===== config.mk =====
export PLATFORM = sky130hd
export DESIGN_NAME = flag_ctrl
export DESIGN_NICKNAME = d
export VERILOG_FILES = /design/src/rtl/flag_ctrl.sv
export SDC_FILE = /design/constraint.sdc
export NUM_CORES = 1
export LEC_CHECK = 0
export BUFFER_PORTS_ARGS = -buffer_cell sky130_fd_sc_hd__buf_2
export CORE_AREA = 2 2 39 41
export CTS_CLUSTER_DIAMETER = 40
export DETAILED_ROUTE_END_ITERATION = 10
export DIE_AREA = 0 0 41 43
export SLEW_MARGIN = 30
export SYNTH_ARGS = -nofsm -noshare
export SYNTH_HDL_FRONTEND = slang
export SYNTH_SLANG_ARGS = --single-unit

===== constraint.sdc =====
create_clock -name clk -period 1.1 [get_ports clk]
set_input_delay 0 -clock clk [delete_from_list [all_inputs] [get_ports clk]]
set_output_delay 0 -clock clk [all_outputs]
set_load 0.005 [all_outputs]

===== src/rtl/flag_ctrl.sv =====
// Flag controller: commits Z/V/N from the EX stage and resolves the condition
// of a branch in ID, either by forwarding in-flight flags or by stalling once.
module flag_ctrl #(
  parameter bit FWD_EN = 1'b1
) (
  input  logic        clk,
  input  logic        rst,
  input  logic        ex_valid,
  input  logic        ex_stall,
  input  logic [3:0]  ex_opcode,
  input  logic [15:0] ex_result,
  input  logic        ex_ovfl,
  input  logic        br_valid,
  input  logic [2:0]  br_ccc,
  output logic        Z,
  output logic        V,
  output logic        N,
  output logic        br_ready,
  output logic        br_taken,
  output logic        flag_stall
);

  typedef enum logic {
    S_EVAL = 1'b0,
    S_WAIT = 1'b1
  } state_t;

  state_t r_state;
  logic   r_z, r_v, r_n;

  logic w_upd_z, w_upd_vn, w_writer;
  logic w_z_new, w_v_new, w_n_new;
  logic w_fz, w_fv, w_fn;
  logic w_cond;

  always_comb begin
    // NOTE: every always_comb output gets a default first so no path can infer a latch.
    w_upd_z  = 1'b0;
    w_upd_vn = 1'b0;
    if (ex_valid) begin
      unique case (ex_opcode)
        4'b0000, 4'b0001:          begin w_upd_z = 1'b1; w_upd_vn = 1'b1; end
        4'b0010, 4'b0100,
        4'b0101, 4'b0110:          w_upd_z = 1'b1;
        default:                   ;
      endcase
    end
  end

  assign w_writer = w_upd_z | w_upd_vn;
  assign w_z_new  = (ex_result == 16'h0000);
  assign w_n_new  = ex_result[15];
  assign w_v_new  = ex_ovfl;

  // NOTE: sequential state uses non-blocking assignments so all registers sample pre-edge values.
  always_ff @(posedge clk) begin
    if (rst) begin
      r_z <= 1'b0;
      r_v <= 1'b0;
      r_n <= 1'b0;
    end else if (!ex_stall) begin
      if (w_upd_z) r_z <= w_z_new;
      if (w_upd_vn) begin
        r_v <= w_v_new;
        r_n <= w_n_new;
      end
    end
  end

  // Stall-mode FSM; with forwarding enabled it never leaves EVAL.
  always_ff @(posedge clk) begin
    if (rst) begin
      r_state <= S_EVAL;
    end else begin
      unique case (r_state)
        S_EVAL: if (!FWD_EN && br_valid && w_writer && !ex_stall) r_state <= S_WAIT;
        S_WAIT: r_state <= S_EVAL;
        default: r_state <= S_EVAL;
      endcase
    end
  end

  // Forwarding applies even while EX is frozen: the branch sees what will commit.
  assign w_fz = (FWD_EN && w_upd_z)  ? w_z_new : r_z;
  assign w_fv = (FWD_EN && w_upd_vn) ? w_v_new : r_v;
  assign w_fn = (FWD_EN && w_upd_vn) ? w_n_new : r_n;

  always_comb begin
    w_cond = 1'b0;
    unique case (br_ccc)
      3'b000: w_cond = ~w_fz;
      3'b001: w_cond = w_fz;
      3'b010: w_cond = ~w_fz & ~w_fn;
      3'b011: w_cond = w_fn;
      3'b100: w_cond = w_fz | (~w_fz & ~w_fn);
      3'b101: w_cond = w_fn | w_fz;
      3'b110: w_cond = w_fv;
      3'b111: w_cond = 1'b1;
      default: w_cond = 1'b0;
    endcase
  end

  always_comb begin
    br_ready   = 1'b0;
    flag_stall = 1'b0;
    if (FWD_EN || r_state == S_WAIT) begin
      br_ready = br_valid;
    end else begin
      br_ready   = br_valid & ~w_writer;
      flag_stall = br_valid & w_writer;
    end
  end

  assign br_taken = br_ready & w_cond;
  assign Z = r_z;
  assign V = r_v;
  assign N = r_n;

endmodule


Yosys cells after proc, flatten, opt, wreduce, memory -nomap -nowiden. Index checks and enable logic that the tools add are counted.

Multiplexer cells: 8. Eq/ne operators: 12. Add/sub/neg operators: 0. Div/mod/pow operators: 0. $mul: 0. Reductions and logical operators: 5. Bitwise logic cells: 6. Order comparisons: 0. Shift operators: 0.

Operators with widths (number): 16-bit zero test (1); 3-bit == test (second input constant) (4); 4-bit by 3-bit == test with 1-bit output (second input constant) (3); 1-bit case mux with 8 select lines (1); 1-bit two-way mux (7); 3-bit by 2-bit == test with 1-bit output (second input constant) (2); 6-bit OR reduction (1); 4-bit by 1-bit == test with 1-bit output (second input constant) (1); 4-bit by 2-bit == test with 1-bit output (second input constant) (1); 4-bit zero test (1); 3-bit by 1-bit == test with 1-bit output (second input constant) (1); 3-bit zero test (1); 1-bit bitwise AND (2); 1-bit inverter (2); 1-bit bitwise OR (2); 2-bit OR reduction (1).

Memory bits (read-only): 0. Bits in registers: 3. Memories kept: 0. Bits in latches: 0. Bits of input ports: 29. Bits in writable memories: 0.

Depth between registers and ports, before layout.
Depth after elaboration: 10. Gate-level depth with buffers: 5. Gate-level depth less buffers: 5.

Worst setup path after synthesis. Ideal clock, no wire load.

Kind: input port to output port. From: in ex_opcode[1]. To: out br_taken. Buffers on the path: 0. Arrival time: 1.290 ns. Data required time: 1.100 ns. Path slack: -0.190 ns. Stages on the path: 5. Path through: nor4b_4 > mux2i_1 > nor2_1 > o31a_2 > a221oi_2.

Longest elaborated chain between the ends: 10. Elaborated cells between the ends (all ways): 22. Classes of those cells: eq/ne: 5; mux: 8; bitwise: 6; reduce/logical: 3.

Ends and longest elaborated chain: from (decl) (RTL line 10) `input logic [3:0] ex_opcode,`; 4-bit by 1-bit == test with 1-bit output (tied with other cells) (RTL line 41) `unique case (ex_opcode)`; 6-bit OR reduction (no source line) / 2-bit OR reduction (equally long branches); 1-bit two-way mux (RTL line 41); 1-bit two-way mux (RTL line 40) `if (ex_valid) begin`; 1-bit two-way mux; 1-bit inverter, on equally long branches (RTL line 91, 93, 95); 1-bit bitwise AND (RTL line 93, 95); 1-bit bitwise OR (RTL line 95) `3'b100: w_cond = w_fz | (~w_fz & ~w_fn);`; 1-bit case mux with 8 select lines (*) (RTL line 90) `unique case (br_ccc)`; 1-bit bitwise AND (*) (RTL line 114) `assign br_taken = br_ready & w_cond;`; to (decl) (RTL line 19) `output logic br_taken,`.

Mark *: on every way between the ends. The rest lies on a longest branch, timed or not.

Worst setup path in the final report.
From: reg r_z, in the netlist Z. To: out br_taken.

Longest elaborated chain between the ends: 6. Elaborated cells between the ends (all ways): 7. Classes of those cells: mux: 2; bitwise: 5.

Ends and longest elaborated chain: from (decl) (RTL line 29) `logic r_z, r_v, r_n;`; from (signal assigned) (RTL line 62) `if (w_upd_z) r_z <= w_z_new;`; 1-bit two-way mux (*); 1-bit inverter (RTL line 91, 93, 95); 1-bit bitwise AND (RTL line 93, 95); 1-bit bitwise OR (RTL line 95); 1-bit case mux with 8 select lines (*) (RTL line 90); 1-bit bitwise AND (*) (RTL line 114).

Marks and branches as above.

==> metrics.cfg <==
[status]
status = complete, but fails checks
violations = negative setup slack

[setup_path]
crit_fanout = 4
crit_family = compound AO/OA/AOI/OAI gates
startpoint_type = flip-flop
path_buf_inv = 1
crit_path_top_delay_cell = o31a_2
slowest_delay_ns = 0.34
cp.arrival_ns = 1.41
cp.required_ns = 1.10
worstSetupPathType = flip-flop to output pin
crit_chain = o21ai_2 > o21ai_2 > o31a_2 > a221oi_2 > buf_2
endpoint_kind = output pin
cpMostUsedCell = o21ai_2

[clock_tree]
htreeDepth = 1
clock_latency_ns = 0.23
cts_buffers = 3
cts_buffer_depth = 2
cts_root_buffer = clkbuf_4
cts_tree = yes
path_clk_slew_ns = 0.04
cts.sinks = 3

[sta]
fin_hold_ws_ns = 0.09637
layout_setup_ws_ns = -0.3082
setup_viol = 1
maxSlewViolCount = 0
rsz0062_at_grt = yes
max_freq_ghz = 0.7101
finalCriticalPeriod_ns = 1.408
finalHoldViolations = 0
fin_crit_sh_pct = 128.0
skew_ns = 0

[route]
wirelength_um = 960
routedWlPerCell_um = 9.796
vias = 452
detail-route-antenna-nets = 0
dr.pass1.iters = 2
dr.first_iter.drc_count = 1
route.detailed.drc = 0
viasPerCell = 4.612

[global_routing]
grt.overflow.total = 0
grt_max_degree = 6
gr-usage-met1_pct = 9.355
met3_usage_pct = 3.141
antenna_found_initial = 0
grt_pass1_wl_um = 1345
grt_pass1_vias = 421
track_usage_pct = 11.26
top_usage_layer = met2
grt_util_met2_pct = 21.25

[finish]
fin_cells = 98
final_nets = 112
n_antenna_cell = 0
syn2layout_area_growth_pct = 110.2
utilization_pct = 48.46
drive_above_1_share_pct = 74.39

[placement]
io_buffers = 33
placed_cells = 92
hpwl_um = 805.7
post-place-ws_ns = -0.3445
globalplace.congestion = 0.7119

[pwr]
leakage_uw = 0.0003120
p_total_uw = 446.3
peakVddDrop_v = 0.0004423
power_density_nw_per_um2 = 665.4

[die]
pin_count = 35
start_util_pct = 23.06
die_height_um = 43
coreArea_sq_um = 1384
fp.dieW_um = 41
design.die.area_sq_um = 1763
rows = 14

[synthesis]
ys_seq_area_share_pct = 18.82
yosysUniqueCellTypes = 21
synth_area_per_cell_sq_um = 8.396
netlist_area_sq_um = 319.1
ys_warn_count = 0
netlist_instances = 38
ys_ff_latch = 3
synth_nets = 67

[min_path]
hold_class = input port to flip-flop

[job]
drv_cap = 0

## Yosys cell counts
cell type | number | area share (%)
nand3b_1 | 1 | 2.4
a221oi_2 | 1 | 4.7
nor4_1 | 2 | 3.9
o2111ai_2 | 1 | 4.7
o311ai_1 | 2 | 5.5
nand4_1 | 1 | 2.0
o31a_2 | 1 | 3.1
buf_4 | 2 | 4.7
a21oi_1 | 2 | 3.1
o21ai_1 | 2 | 3.1
or2_1 | 1 | 2.0
nor4b_4 | 1 | 7.5
mux2i_1 | 3 | 9.4
nor4_2 | 2 | 7.8
conb_1 | 1 | 1.2
nand2b_1 | 1 | 2.0
and2_2 | 1 | 2.4
dfxtp_1 | 3 | 19
nor2_1 | 6 | 7.1
inv_1 | 3 | 3.5
nand2_1 | 1 | 1.2
## power by group
group	switching (uW)	total (uW)	internal (uW)
combinational	62.5	145	82.1
sequential	0.696	111	111
clock	54.6	190	136
total	118	446	328
## cells by family after synthesis
group                  Yosys count  share of synthesized area [%]
buffers and inverters            5                          8.234
other                            1                          1.175
AOI/OAI and AO/OA                9                          24.31
and+or+nand+nor                 17                          38.04
DFF                              3                          18.82
muxes                            3                          9.412
## metrics by stage
stage                     setup TNS [ns]  instance area (sq um)
after global routing             -0.3808                  670.6
after floorplan                  -0.1387                  322.8
after global placement           -0.5680                  545.5
final                            -0.3082                  670.6
after detailed placement         -0.6552                  545.5
after CTS                        -0.3189                  624.3
## repair_timing
| action | CTS | global route |
|---|---|---|
| gates resized for setup | 5 | 10 |
| hold buffers | 1 | 0 |
| pin swaps | 4 | 8 |
| buffers inserted | 2 | 0 |
| endpoints found under the hold margin | 3 | 0 |
| setup endpoints to repair | 1 | 3 |
## worst paths after layout
kind	from	to	slack (ns)	depth (start not counted)
setup / recovery	Z	br_taken	-0.31	5
hold / removal	ex_stall	N	0.1	3
setup reg to reg	N	N	0.08	6
hold reg to reg	V	V	0.52	2
## routing by layer
layer / part of all wire [%] / wire length (um)
met1: 32 / 305
met3: 11 / 108
met4: 0 / 0
met2: 57 / 546
met5: 0 / 0
## registers in the layout, indices dropped and copies added, names as in the netlist
signal  cells
V           1
Z           1
N           1
## tightest hold or removal path: stages
cell and delay [ns]:
buf_2 0.14, a21oi_2 0.06, nor2_1 0.08
## cell type report
| class | count | area (sq um) |
|---|---|---|
| sequential | 3 | 62.56 |
| fill | 140 | 713.2 |
| clock buffer | 4 | 26.28 |
| tap | 16 | 20.02 |
| timing repair buffer | 42 | 251.5 |
| multi-input combinational | 30 | 299.0 |
| inverter | 3 | 11.26 |
## placed cells by master (no fill, tap or decap), types with 2 or more instances in the layout
master     n
buf_4      7
buf_6      3
mux2i_1    2
nor4_4     2
clkbuf_4   3
inv_1      3
dfxtp_2    2
nor2_1     5
nor4_2     2
o21ai_2    2
buf_2     31
No activity file was read; power rests on OpenSTA's default activity.
